**src/rtl/la_trace_pkg.sv**
```systemverilog
// Shared types and constants for the logic-analyzer trace decoder.
package la_trace_pkg;

    typedef enum logic [1:0] {
        IDLE,
        PLAY,
        GAP
    } state_e;

    typedef enum logic [1:0] {
        BEAT_PLAY,
        BEAT_NULL,
        BEAT_ERR
    } beat_e;

    localparam int RC_MSB   = 31;
    localparam int RC_LSB   = 24;
    localparam int DATA_MSB = 23;

    localparam logic [31:0] NULL_BEAT   = 32'h0;
    localparam logic [7:0]  GAP_CNT_MAX = 8'hFF;
    localparam logic [7:0]  ERR_CNT_MAX = 8'hFF;

    // A zero repeat count is only legal on the all-zero null beat.
    function automatic beat_e classify(input logic [31:0] beat);
        if (beat[RC_MSB:RC_LSB] != '0) return BEAT_PLAY;
        if (beat == NULL_BEAT)         return BEAT_NULL;
        return BEAT_ERR;
    endfunction

endpackage

```
**src/rtl/la_dec_fifo2.sv**
```systemverilog
// Two-entry input buffer; ready depends only on the registered fill count.
module la_dec_fifo2 #(
    parameter int W = 32
) (
    input  logic         axi_clk,
    input  logic         la_reset_n,
    input  logic [W-1:0] wr_data,
    input  logic         wr_valid,
    output logic         wr_ready,
    input  logic         rd_pop,
    output logic [W-1:0] rd_data,
    output logic         empty,
    output logic         full
);

    logic [W-1:0] mem_q [2];
    logic [1:0]   count_q, count_d;
    logic         wr_ptr_q, wr_ptr_d;
    logic         rd_ptr_q, rd_ptr_d;
    logic         push, pop;

    assign full     = (count_q == 2'd2);
    assign empty    = (count_q == 2'd0);
    assign wr_ready = ~full;
    assign push     = wr_valid & ~full;
    assign pop      = rd_pop & ~empty;
    assign rd_data  = mem_q[rd_ptr_q];

    always_comb begin
        count_d  = count_q;
        wr_ptr_d = wr_ptr_q;
        rd_ptr_d = rd_ptr_q;
        if (push) wr_ptr_d = ~wr_ptr_q;
        if (pop)  rd_ptr_d = ~rd_ptr_q;
        case ({push, pop})
            2'b10:   count_d = count_q + 2'd1;
            2'b01:   count_d = count_q - 2'd1;
            default: count_d = count_q;
        endcase
    end

    // NOTE: sequential state uses non-blocking assignments so every flop samples pre-edge values.
    always_ff @(posedge axi_clk or negedge la_reset_n) begin
        if (!la_reset_n) begin
            count_q  <= 2'd0;
            wr_ptr_q <= 1'b0;
            rd_ptr_q <= 1'b0;
        end else begin
            count_q  <= count_d;
            wr_ptr_q <= wr_ptr_d;
            rd_ptr_q <= rd_ptr_d;
        end
    end

    // NOTE: storage is not reset; the count alone decides which entries are meaningful.
    always_ff @(posedge axi_clk) begin
        if (push) mem_q[wr_ptr_q] <= wr_data;
    end

endmodule

```
**src/rtl/la_trace_decoder.sv**
```systemverilog
// Replays a run-length-encoded trace stream as a per-sample waveform,
// with timestamp and packet/gap/error counters.
module la_trace_decoder
    import la_trace_pkg::*;
#(
    parameter int DATA_W = 24,
    parameter int CNT_W  = 8,
    parameter int TS_W   = 32
) (
    input  logic              axi_clk,
    input  logic              la_reset_n,
    input  logic [31:0]       s_tdata,
    input  logic              s_tvalid,
    output logic              s_tready,
    input  logic              s_tlast,
    input  logic [1:0]        s_tuser,
    input  logic              replay_en,
    output logic [DATA_W-1:0] la_out,
    output logic              la_out_vld,
    output logic              gap_pulse,
    output logic [TS_W-1:0]   timestamp,
    output logic [15:0]       pkt_cnt,
    output logic [7:0]        gap_cnt,
    output logic [7:0]        err_cnt,
    output logic              buf_empty
);

    state_e              state_q, state_d;
    logic [CNT_W-1:0]    remain_q, remain_d;
    logic [DATA_W-1:0]   la_out_q, la_out_d;
    logic [TS_W-1:0]     ts_q, ts_d;
    logic [15:0]         pkt_cnt_q, pkt_cnt_d;
    logic [7:0]          gap_cnt_q, gap_cnt_d;
    logic [7:0]          err_cnt_q, err_cnt_d;

    logic [31:0] head;
    logic        fifo_empty, fifo_full, load;
    logic        unused_tuser;

    assign unused_tuser = ^s_tuser;

    la_dec_fifo2 #(.W(32)) u_fifo (
        .axi_clk    (axi_clk),
        .la_reset_n (la_reset_n),
        .wr_data    (s_tdata),
        .wr_valid   (s_tvalid),
        .wr_ready   (s_tready),
        .rd_pop     (load),
        .rd_data    (head),
        .empty      (fifo_empty),
        .full       (fifo_full)
    );

    // The engine takes the next beat when idle, after a gap, or as the last sample of a run is consumed.
    assign load = ~fifo_empty &
                  ((state_q == IDLE) || (state_q == GAP) ||
                   ((state_q == PLAY) && replay_en && (remain_q == CNT_W'(1))));

    assign la_out     = la_out_q;
    assign la_out_vld = (state_q == PLAY) & replay_en;
    assign gap_pulse  = (state_q == GAP);
    assign timestamp  = ts_q;
    assign pkt_cnt    = pkt_cnt_q;
    assign gap_cnt    = gap_cnt_q;
    assign err_cnt    = err_cnt_q;
    assign buf_empty  = fifo_empty & (state_q == IDLE);

    always_comb begin
        state_d   = state_q;
        remain_d  = remain_q;
        la_out_d  = la_out_q;
        ts_d      = ts_q;
        pkt_cnt_d = pkt_cnt_q + {15'd0, s_tvalid & s_tready & s_tlast};
        gap_cnt_d = gap_cnt_q;
        err_cnt_d = err_cnt_q;

        case (state_q)
            PLAY: begin
                if (replay_en) begin
                    remain_d = remain_q - CNT_W'(1);
                    ts_d     = ts_q + TS_W'(1);
                    if (remain_q == CNT_W'(1)) state_d = IDLE;
                end
            end
            GAP: begin
                state_d = IDLE;
                if (gap_cnt_q != GAP_CNT_MAX) gap_cnt_d = gap_cnt_q + 8'd1;
            end
            default: state_d = IDLE;
        endcase

        // An error beat is dropped, leaving the engine where an empty buffer would have left it.
        if (load) begin
            case (classify(head))
                BEAT_PLAY: begin
                    state_d  = PLAY;
                    remain_d = CNT_W'(head[RC_MSB:RC_LSB]);
                    la_out_d = DATA_W'(head[DATA_MSB:0]);
                end
                BEAT_NULL: begin
                    state_d  = GAP;
                    la_out_d = '0;
                end
                default: begin
                    if (err_cnt_q != ERR_CNT_MAX) err_cnt_d = err_cnt_q + 8'd1;
                end
            endcase
        end
    end

    always_ff @(posedge axi_clk or negedge la_reset_n) begin
        if (!la_reset_n) begin
            state_q   <= IDLE;
            remain_q  <= '0;
            la_out_q  <= '0;
            ts_q      <= '0;
            pkt_cnt_q <= '0;
            gap_cnt_q <= '0;
            err_cnt_q <= '0;
        end else begin
            state_q   <= state_d;
            remain_q  <= remain_d;
            la_out_q  <= la_out_d;
            ts_q      <= ts_d;
            pkt_cnt_q <= pkt_cnt_d;
            gap_cnt_q <= gap_cnt_d;
            err_cnt_q <= err_cnt_d;
        end
    end

endmodule

```
**config.mk**
```make
export PLATFORM = sky130hd
export DESIGN_NAME = la_trace_decoder
export DESIGN_NICKNAME = d
export VERILOG_FILES = /design/src/rtl/la_trace_pkg.sv /design/src/rtl/la_dec_fifo2.sv /design/src/rtl/la_trace_decoder.sv
export SDC_FILE = /design/constraint.sdc
export NUM_CORES = 1
export LEC_CHECK = 0
export CORE_AREA = 2 2 134 136
export CTS_CLUSTER_SIZE = 14
export DETAILED_ROUTE_END_ITERATION = 8
export DIE_AREA = 0 0 136 138
export DONT_BUFFER_PORTS = 1
export GPL_TIMING_DRIVEN = 0
export PLACE_DENSITY = 0.59
export SLEW_MARGIN = 0
export SYNTH_ARGS = -nofsm -noshare
export SYNTH_HDL_FRONTEND = slang
export SYNTH_HIERARCHICAL = 1
export SYNTH_SLANG_ARGS = --single-unit
```
**constraint.sdc**
```tcl
create_clock -name axi_clk -period 3.7 [get_ports axi_clk]
set_clock_uncertainty 0.1 [all_clocks]
set_input_delay 0.555 -clock axi_clk [delete_from_list [all_inputs] [get_ports axi_clk]]
set_output_delay 0.555 -clock axi_clk [all_outputs]
set_load 0.02 [all_outputs]
```
==> summary.md, run 1 <==
| Metric | Value |
|---|---|
| Max VDD drop | 442 uV |
| # fillers | 1595 |
| Status | complete, no violations |
| CTS Sinks | 166 |
| WL final | 13300 um |
| Fin. Hold Viols | 0 |
| Synth warn | 6 |
| Worst slew margin | 0.362 |
| WL met2 | 6310 um |
| Critical path class | reg -> reg |
| Metal3 WL | 1460 um |
| Clock transition at path regs | 0.07 ns |
| Layout area overhead | 13.9% |
| Drt drc | 0 |
| Cell Pwr Density | 755 nW/um^2 |
| IO Pins | 131 |
| Hold Path Origin | s_tdata[11] |
| CTS root buf | clkbuf_16 |
| Type of the worst min-delay path | in -> reg |
| Routed wire length per instance | 17.8 um |
| Vias | 3858 |
| PnR worst setup slack | 0.395 ns |
| Critical path launch point | u_fifo/rd_ptr_q$_DFFE_PN0P_ |
| Synth Instances | 484 |
| CP max stage delay | 0.66 ns |
| Diode count | 0 |
| Switching Share | 0.315 |
| Nets | 552 |
| Final period utilization | 0.893 |
| Dpl hpwl | 9220 um |
| Setup violations, final | 0 |
| Clk_lat worst skew | 0.42 ns |
| Setup TNS Final | 0 ns |
| CTS Buf Count | 17 |
| Die width | 136 um |
| Drt pass-1 iters | 6 |
| Clk network pwr share | 0.317 |
| Routed Antenna Nets | 0 |
| Critical Path RT | 3.91 ns |
| DR iter-0 viols | 131 |
| WP data arrival | 3.51 ns |
| Tmin final | 3.31 ns |
| Cell Chain, Critical Path | buf_6 > buf_12 > mux2_4 > nor4_1 > nand4_1 > nor2_1 > o21ai_2 > clkbuf_1 > a22o_1 |
| Floorplan row count | 49 |
| Initial cell density of the core | 0.400 |
| Initial antenna violation count | 0 |
| First-pass GRT wire length | 21800 um |
| Largest net degree at the start of global routing | 103 |
| Worst-path maximum fanout | 10 |
| Seq pwr share | 0.488 |
| Static Leakage | 3.31 nW |
| Synthesized area | 7010 um^2 |
| Max clock buf depth | 2 |
| Layout cell share with drive strength beyond 1 | 0.174 |
| Die Ht | 138 um |
| Buf/Inv on CP | 3 |
| R2R Path Start | u_fifo/rd_ptr_q$_DFFE_PN0P_ |
| Die area | 18800 um^2 |
| Slew of the pin with the lowest slew margin | 0.955 ns |
| Worst path top cell family by delay | simple AND/OR/NAND/NOR gates |
| Number of global-route vias before repair | 4067 |
| Max-cap violations | 0 |
| Syn avg cell area | 14.5 um^2 |
| Metal1 wirelength | 5410 um |
| Logic pwr share | 0.195 |
| Pre-CTS setup slack | 0.332 ns |
| Avg Vias per Cell | 5.16 |
| RSZ-0062 raised after global routing | no |
| Fin. max-slew vios | 0 |
| Gr usage total | 0.149 |
| CTS tree | yes |
| P_int | 4.13 mW |
| P_sw | 1.90 mW |
| Worst Setup End Kind | register |
| Post-CTS Repair Setup Buffers | 0 |
| Startpoint class of the critical path | register |
| FMAX | 303 MHz |
| GPL Wtd Cong | 0.764 |
| Critical path's slowest cell | nor2_1 |
| Post-Syn Nets | 531 |
| H-tree Lvls | 4 |
| Highest Signal Layer | met4 |
| IO Port Bufs | 0 |
| Global route overflow | 0 |
| Core box area | 17500 um^2 |
## layout make-up
cell class | instances | area, um^2 | area share
buffer | 14 | 121 | 0.0152
clock buffer | 17 | 425 | 0.0533
clock inverter | 15 | 214 | 0.0268
inverter | 5 | 23.8 | 0.00298
multi-input combinational | 299 | 2400 | 0.300
sequential | 166 | 4470 | 0.561
tap | 229 | 287 | 0.0359
timing repair buffer | 2 | 37.5 | 0.00470
## registers in the layout, summed over array words and instances (netlist names), 2 cells and up
name / count
err_cnt: 8
gap_cnt: 8
la_out: 24
pkt_cnt: 16
remain_q: 8
state_q: 2
timestamp: 32
u_fifo/count_q: 2
u_fifo/mem_q: 64
## worst register-to-register path, delay by kind of cell (launching register included)
family | cells | cell delay [ns]
AND/OR/NAND/NOR | 3 | 1.30
buffers and inverters | 3 | 0.62
AO/OA/AOI/OAI | 2 | 0.50
flip-flops | 1 | 0.37
multiplexers | 1 | 0.30
## what timing repair did
| item | CTS | global route |
|---|---|---|
| resized for setup | 0 | 0 |
| hold buffers | 2 | 0 |
| endpoints found under the hold margin | 102 | 0 |
## final timing paths
path	end	slack (ns)	cells past startpoint
max in group asynchronous	err_cnt[4]$_DFFE_PN0P_	2.47	2
hold reg to reg	u_fifo/wr_ptr_q$_DFFE_PN0P_	0.45	1
setup / recovery	la_out[7]$_DFFE_PN0P_	0.39	9
setup reg to reg	la_out[7]$_DFFE_PN0P_	0.39	9
hold / removal	u_fifo/mem_q[1][11]$_DFFE_PP_	0.13	0
min in group asynchronous	pkt_cnt[8]$_DFF_PN0_	0.65	2
## layout by cell type, fill, tap and decap left out, types with 5 or more instances in the layout
cell type  count
xor2_1        29
mux2_4        29
clkbuf_1       5
nor4_1        11
edfxtp_1      64
clkbuf_16     17
and4_1         9
nand3_1       24
nor2_1        15
and3_1        12
nand4_1       13
dfrtp_1      102
a22o_1        24
ha_1           8
nor3_1         6
and2_1         6
o21ai_0        8
inv_6          6
xnor2_1       40
nand2_1       36
## per-layer routing
| metal | up-vias | GRT usage |
|---|---|---|
| li1 | 1812 | - |
| met3 | 12 | 0.0726 |
| met4 | 0 | 0.0526 |
| met5 | - | 0 |
| met2 | 122 | 0.233 |
| met1 | 1912 | 0.179 |
## power groups by stage
stage	registers [mW]	clock network, mW	logic, mW
detailed placement	2.97	0	1.17
floorplan	2.87	0	0.975
finish	2.94	1.91	1.17
CTS	2.95	1.96	1.20
global route	3.00	2.04	1.30
global placement	2.97	0	1.13
## metrics by stage
stage	cells	power, mW	hold WS, ns	area, um^2	util
2_1_floorplan	484	3.84	0.159	7010	-
3_3_place_gp	713	4.10	0.164	7290	0.416
3_5_place_dp	713	4.14	0.164	7300	0.417
4_1_cts	747	6.10	0.105	7980	0.455
5_1_grt	747	6.34	0.103	7980	0.455
6_report	747	6.02	0.129	7980	0.455
Note: power is estimated with default switching activity, not from simulation.
==> run 2, diff against run 1 <==
--- a/config.mk
+++ b/config.mk
@@ -12,6 +12,7 @@
 export DONT_BUFFER_PORTS = 1
 export GPL_TIMING_DRIVEN = 0
 export PLACE_DENSITY = 0.59
+export REMOVE_ABC_BUFFERS = 1
 export SLEW_MARGIN = 0
 export SYNTH_ARGS = -nofsm -noshare
 export SYNTH_HDL_FRONTEND = slang
==> run 2 against run 1 <==
Effect of this change:
- sequential share of layout area grew 0.76 points
- largest cell class unchanged
- cell area shrank 1.3%
- non-clock buffer count shrank 12
- die area is the same
- global-route usage grew 0.11 points
- critical path type unchanged
- fmax shrank 0.42%
==> summary.md, run 2 (synthesized netlist as in run 1, its figures left out) <==
| Metric | Value |
|---|---|
| Floorplan row count | 49 |
| Diode count | 0 |
| Vias | 3803 |
| Number of global-route vias before repair | 4064 |
| Metal1 wirelength | 5240 um |
| CTS Buf Count | 17 |
| Fin. Hold Viols | 0 |
| WL final | 13300 um |
| Max reg flops | 64 |
| Metal3 WL | 1500 um |
| IO Port Bufs | 0 |
| Slew of the pin with the lowest slew margin | 1.22 ns |
| Logic pwr share | 0.187 |
| Static Leakage | 3.24 nW |
| Worst slew margin | 0.186 |
| RSZ-0062 raised after global routing | no |
| Hold depth | 0 |
| Routed wire length per instance | 18.2 um |
| P_sw | 1.86 mW |
| Non-filler instance count after layout | 735 |
| Initial cell density of the core | 0.400 |
| Nets | 540 |
| Clk network pwr share | 0.310 |
| Die area | 18800 um^2 |
| Critical path class | reg -> reg |
| P_int | 4.02 mW |
| CTS Sinks | 166 |
| Status | complete, no violations |
| WL met2 | 6490 um |
| PnR worst setup slack | 0.381 ns |
| First-pass GRT wire length | 21700 um |
| Type of the worst min-delay path | in -> reg |
| Seq pwr share | 0.503 |
| DR iter-0 viols | 125 |
| Tmin final | 3.32 ns |
| Routed Antenna Nets | 0 |
| Top reg by flops | u_fifo/mem_q |
| Layout area overhead | 12.4% |
| GPL Wtd Cong | 0.729 |
| Post-CTS Repair Setup Buffers | 0 |
| Final Cell Area | 7880 um^2 |
| IO Pins | 131 |
| Drt pass-1 iters | 4 |
| Post-Place Cells | 701 |
| Switching Share | 0.316 |
| Die Ht | 138 um |
| Startpoint class of the critical path | register |
| Dpl hpwl | 8950 um |
| Worst-path maximum fanout | 24 |
| Reg area | 4480 um^2 |
| Initial antenna violation count | 0 |
| Most common cell after layout, fill and taps aside | dfrtp_1 |
| Worst R2R Path Depth | 7 |
| Max clock buf depth | 2 |
| Drt drc | 0 |
| CTS tree | yes |
| Gr usage total | 0.150 |
| Clk_lat worst skew | 0.42 ns |
| Fin. max-slew vios | 0 |
| Core box area | 17500 um^2 |
| Max-cap violations | 0 |
| Clock transition at path regs | 0.07 ns |
| FMAX | 301 MHz |
| Critical Path RT | 3.90 ns |
| H-tree Lvls | 4 |
| CTS root buf | clkbuf_16 |
| Final period utilization | 0.897 |
| Cell Pwr Density | 747 nW/um^2 |
| Pre-CTS setup slack | -0.00217 ns |
| # fillers | 1609 |
| Largest net degree at the start of global routing | 103 |
| Max VDD drop | 387 uV |
| Die width | 136 um |
| Final Util | 0.449 |
| Highest Signal Layer | met4 |
| WP data arrival | 3.52 ns |
| Multi-input logic area | 2400 um^2 |
| Commonest cells after routing, fill and taps aside | dfrtp_1 (101), edfxtp_1 (64), xnor2_1 (40), nand2_1 (36) |
| Setup violations, final | 0 |
| Placed Area | 7220 um^2 |
| Layout cell share with drive strength beyond 1 | 0.164 |
| Global route overflow | 0 |
| Worst Setup End Kind | register |
| Avg Vias per Cell | 5.17 |
[run 2: cell count changes in the layout (fill, tap and decap cells not counted), moves of 2 or more]
cell,before,now
buf_6,2,0
buf_2,4,0
clkbuf_1,5,1
clkinv_2,2,0
inv_8,2,0
clkinvlp_4,0,3
[run 2: final timing paths]
check | start | slack (ns) | end
setup / recovery | u_fifo/rd_ptr_q$_DFFE_PN0P_ | 0.38 | la_out[15]$_DFFE_PN0P_
hold / removal | s_tdata[17] | 0.12 | u_fifo/mem_q[1][17]$_DFFE_PP_
setup reg to reg | u_fifo/rd_ptr_q$_DFFE_PN0P_ | 0.38 | la_out[15]$_DFFE_PN0P_
hold reg to reg | u_fifo/wr_ptr_q$_DFFE_PN0P_ | 0.45 | u_fifo/wr_ptr_q$_DFFE_PN0P_
max in group asynchronous | la_reset_n | 2.44 | u_fifo/rd_ptr_q$_DFFE_PN0P_
min in group asynchronous | la_reset_n | 0.61 | pkt_cnt[11]$_DFF_PN0_
[run 2: worst max-delay path, stage by stage (launching register included)]
cell,delay (ns)
dfrtp_2,0.56
buf_12,0.27
mux2_4,0.33
nor4_1,0.46
nand4_1,0.27
nor2_2,0.47
o21ai_2,0.41
a22o_1,0.33
[run 2: cell type report]
type                       instances  share of cell area
clock inverter                    13              0.0214
clock buffer                      19              0.0562
multi-input combinational        299               0.305
timing repair buffer               4             0.00985
inverter                           5             0.00302
sequential                       166               0.568
tap                              229              0.0364
[run 2: layer usage]
layer / track usage / vias up
met2: 0.243 / 123
met4: 0.0395 / 0
met3: 0.0840 / 9
met5: 0 / -
li1: - / 1789
met1: 0.171 / 1882
[run 2: power by group through the flow]
stage	combinational (mW)	clock (mW)	sequential, mW
floorplan	0.831	0	2.94
global placement	0.963	0	3.06
detailed placement	1.09	0	3.00
CTS	1.12	1.89	2.98
global route	1.22	1.97	3.03
finish	1.10	1.83	2.96
[run 2: what timing repair did]
action                                  4_1_cts  5_1_grt
endpoints found under the setup margin        9        0
hold buffers                                  2        0
gates resized for setup                       1        0
endpoints found under the hold margin       102        0
[run 2: per-stage QoR]
step | hold slack [ns] | TNS, ns | total power, mW
finish | 0.125 | 0 | 5.88
CTS | 0.104 | 0 | 5.98
global route | 0.0902 | 0 | 6.22
floorplan | 0.159 | 0 | 3.77
detailed placement | 0.162 | -0.00406 | 4.09
global placement | 0.162 | -21.36 | 4.03
==> run 3, diff against run 2 <==
--- a/config.mk
+++ b/config.mk
@@ -5,10 +5,10 @@
 export SDC_FILE = /design/constraint.sdc
 export NUM_CORES = 1
 export LEC_CHECK = 0
-export CORE_AREA = 2 2 134 136
+export CORE_AREA = 4 4 136 138
 export CTS_CLUSTER_SIZE = 14
 export DETAILED_ROUTE_END_ITERATION = 8
-export DIE_AREA = 0 0 136 138
+export DIE_AREA = 0 0 140 142
 export DONT_BUFFER_PORTS = 1
 export GPL_TIMING_DRIVEN = 0
 export PLACE_DENSITY = 0.59
==> run 3 against run 2 <==
Effect of this change:
- die area increased by 5.9%
- cell count decreased by 0.54%
- clock-buffer cell count fell by 1
- non-clock buffer count unchanged
- sequential cell count stayed put
- hold slack barely moved
- critical path depth did not move
- first-iteration DRC count down 24%
- highest routed layer unchanged
==> summary.md, run 3 (synthesized netlist as in run 1, its figures left out) <==
| Metric | Value |
|---|---|
| Status | complete, no violations |
| Pre-CTS setup slack | 0.240 ns |
| Fin. Hold Viols | 0 |
| Max-cap violations | 0 |
| Hold depth | 0 |
| Cts hold-fix bufs | 2 |
| DR iter-0 viols | 95 |
| Max VDD drop | 387 uV |
| Metal1 wirelength | 5230 um |
| Worst Setup End Kind | register |
| Crit path capture | la_out[15]$_DFFE_PN0P_ |
| GPL Wtd Cong | 0.802 |
| Vias | 3845 |
| Layout cell share with drive strength beyond 1 | 0.162 |
| Reg-to-reg setup timing slack | 0.31 ns |
| Startpoint class of the critical path | register |
| Drt pass-1 iters | 4 |
| Setup violations, final | 0 |
| Die area | 19900 um^2 |
| Initial antenna violation count | 0 |
| R2R Path Start | u_fifo/rd_ptr_q$_DFFE_PN0P_ |
| FMAX | 295 MHz |
| Gr usage total | 0.140 |
| Slew of the pin with the lowest slew margin | 1.24 ns |
| Routed wire length per instance | 18.3 um |
| Tmin final | 3.39 ns |
| Largest net degree at the start of global routing | 103 |
| Clk_lat worst skew | 0.42 ns |
| Post-Place Cells | 697 |
| Die Ht | 142 um |
| Global route overflow | 0 |
| Max clock buf depth | 2 |
| IO Port Bufs | 0 |
| WL met2 | 6390 um |
| Reg2reg end | la_out[15]$_DFFE_PN0P_ |
| Dpl hpwl | 8990 um |
| Critical path class | reg -> reg |
| Diode count | 0 |
| Non-filler instance count after layout | 731 |
| CTS root buf | clkbuf_16 |
| First-pass GRT wire length | 21900 um |
| Layout area overhead | 11.7% |
| Die width | 140 um |
| Highest Signal Layer | met4 |
| Worst R2R Path Depth | 7 |
| Core box area | 17200 um^2 |
| Final period utilization | 0.916 |
| CTS resizes | 0 |
| Metal3 WL | 1560 um |
| Avg Vias per Cell | 5.26 |
| Commonest cells after routing, fill and taps aside | dfrtp_1 (101), edfxtp_1 (64), xnor2_1 (40), nand2_1 (36) |
| CTS tree | yes |
| Clock transition at path regs | 0.07 ns |
| Drt drc | 0 |
| Top reg by flops | u_fifo/mem_q |
| Initial cell density of the core | 0.408 |
| CTS Buf Count | 17 |
| Number of global-route vias before repair | 4056 |
| Routed Antenna Nets | 0 |
| Fin. max-slew vios | 0 |
| Type of the worst min-delay path | in -> reg |
| Nets | 540 |
| Placed Area | 7220 um^2 |
| Most common cell after layout, fill and taps aside | dfrtp_1 |
| Final Cell Area | 7830 um^2 |
| Post-CTS Repair Setup Buffers | 0 |
| Total power after layout | 5.78 mW |
| Max reg flops | 64 |
| PnR worst setup slack | 0.310 ns |
| Critical Path RT | 3.90 ns |
| WP data arrival | 3.59 ns |
| Cell Pwr Density | 738 nW/um^2 |
| RSZ-0062 raised after global routing | no |
| WL final | 13400 um |
| Worst-path maximum fanout | 28 |
| IO Pins | 131 |
| Critical path launch point | u_fifo/rd_ptr_q$_DFFE_PN0P_ |
| Static Leakage | 3.23 nW |
| Floorplan row count | 48 |
| Worst slew margin | 0.175 |
| H-tree Lvls | 4 |
| CTS Sinks | 166 |
## run 3: changes by cell type in the layout (fill, tap and decap cells not counted)
cell and delta:
bufinv_16 -2, clkbuf_1 -1, clkinv_1 +1, clkinv_2 +1, clkinvlp_4 -2, inv_8 +3, nor2_1 +1, nor2_2 -1
## run 3: worst min-delay path by stage
stage                      from                             to
floorplan            la_reset_n         err_cnt[0]$_DFFE_PN0P_
global placement     la_reset_n          pkt_cnt[15]$_DFF_PN0_
detailed placement   la_reset_n          pkt_cnt[11]$_DFF_PN0_
CTS                  s_tdata[9]   u_fifo/mem_q[0][9]$_DFFE_PP_
global route        s_tdata[19]  u_fifo/mem_q[0][19]$_DFFE_PP_
finish               s_tdata[9]   u_fifo/mem_q[0][9]$_DFFE_PP_
## run 3: cell type report
| type | count | area, um^2 |
|---|---|---|
| clock buffer | 18 | 439 |
| clock inverter | 14 | 136 |
| fill | 1587 | 9350 |
| inverter | 5 | 23.8 |
| multi-input combinational | 299 | 2400 |
| sequential | 166 | 4480 |
| tap | 225 | 282 |
| timing repair buffer | 4 | 77.6 |
## run 3: power by group
group          switching (mW)  total, mW  internal [mW]  leakage, nW
Sequential              0.588       2.96           2.37         1.90
Combinational           0.538       1.10          0.567         1.05
Clock                   0.755       1.72          0.962        0.283
Total                    1.88       5.78           3.90         3.23
## run 3: critical path, stage by stage (launching register included)
cell     delay [ns]
dfrtp_2        0.50
buf_12         0.27
mux2_4         0.33
nor4_1         0.35
nand4_1        0.21
nor2_1         0.67
o21ai_2        0.48
a22o_1         0.33
## run 3: per-stage QoR
stage                     utilization  hold WS [ns]  setup TNS (ns)
final                           0.456         0.124               0
after global routing            0.456        0.0944               0
after CTS                       0.456         0.101               0
after detailed placement        0.420         0.162               0
after global placement          0.417         0.162          -21.86
after floorplan                     -         0.159               0
## run 3: metal layers
| metal | vias to the layer above | GRT usage |
|---|---|---|
| met1 | 1930 | 0.157 |
| li1 | 1784 | - |
| met3 | 17 | 0.0830 |
| met2 | 114 | 0.225 |
| met5 | - | 0 |
| met4 | 0 | 0.0444 |
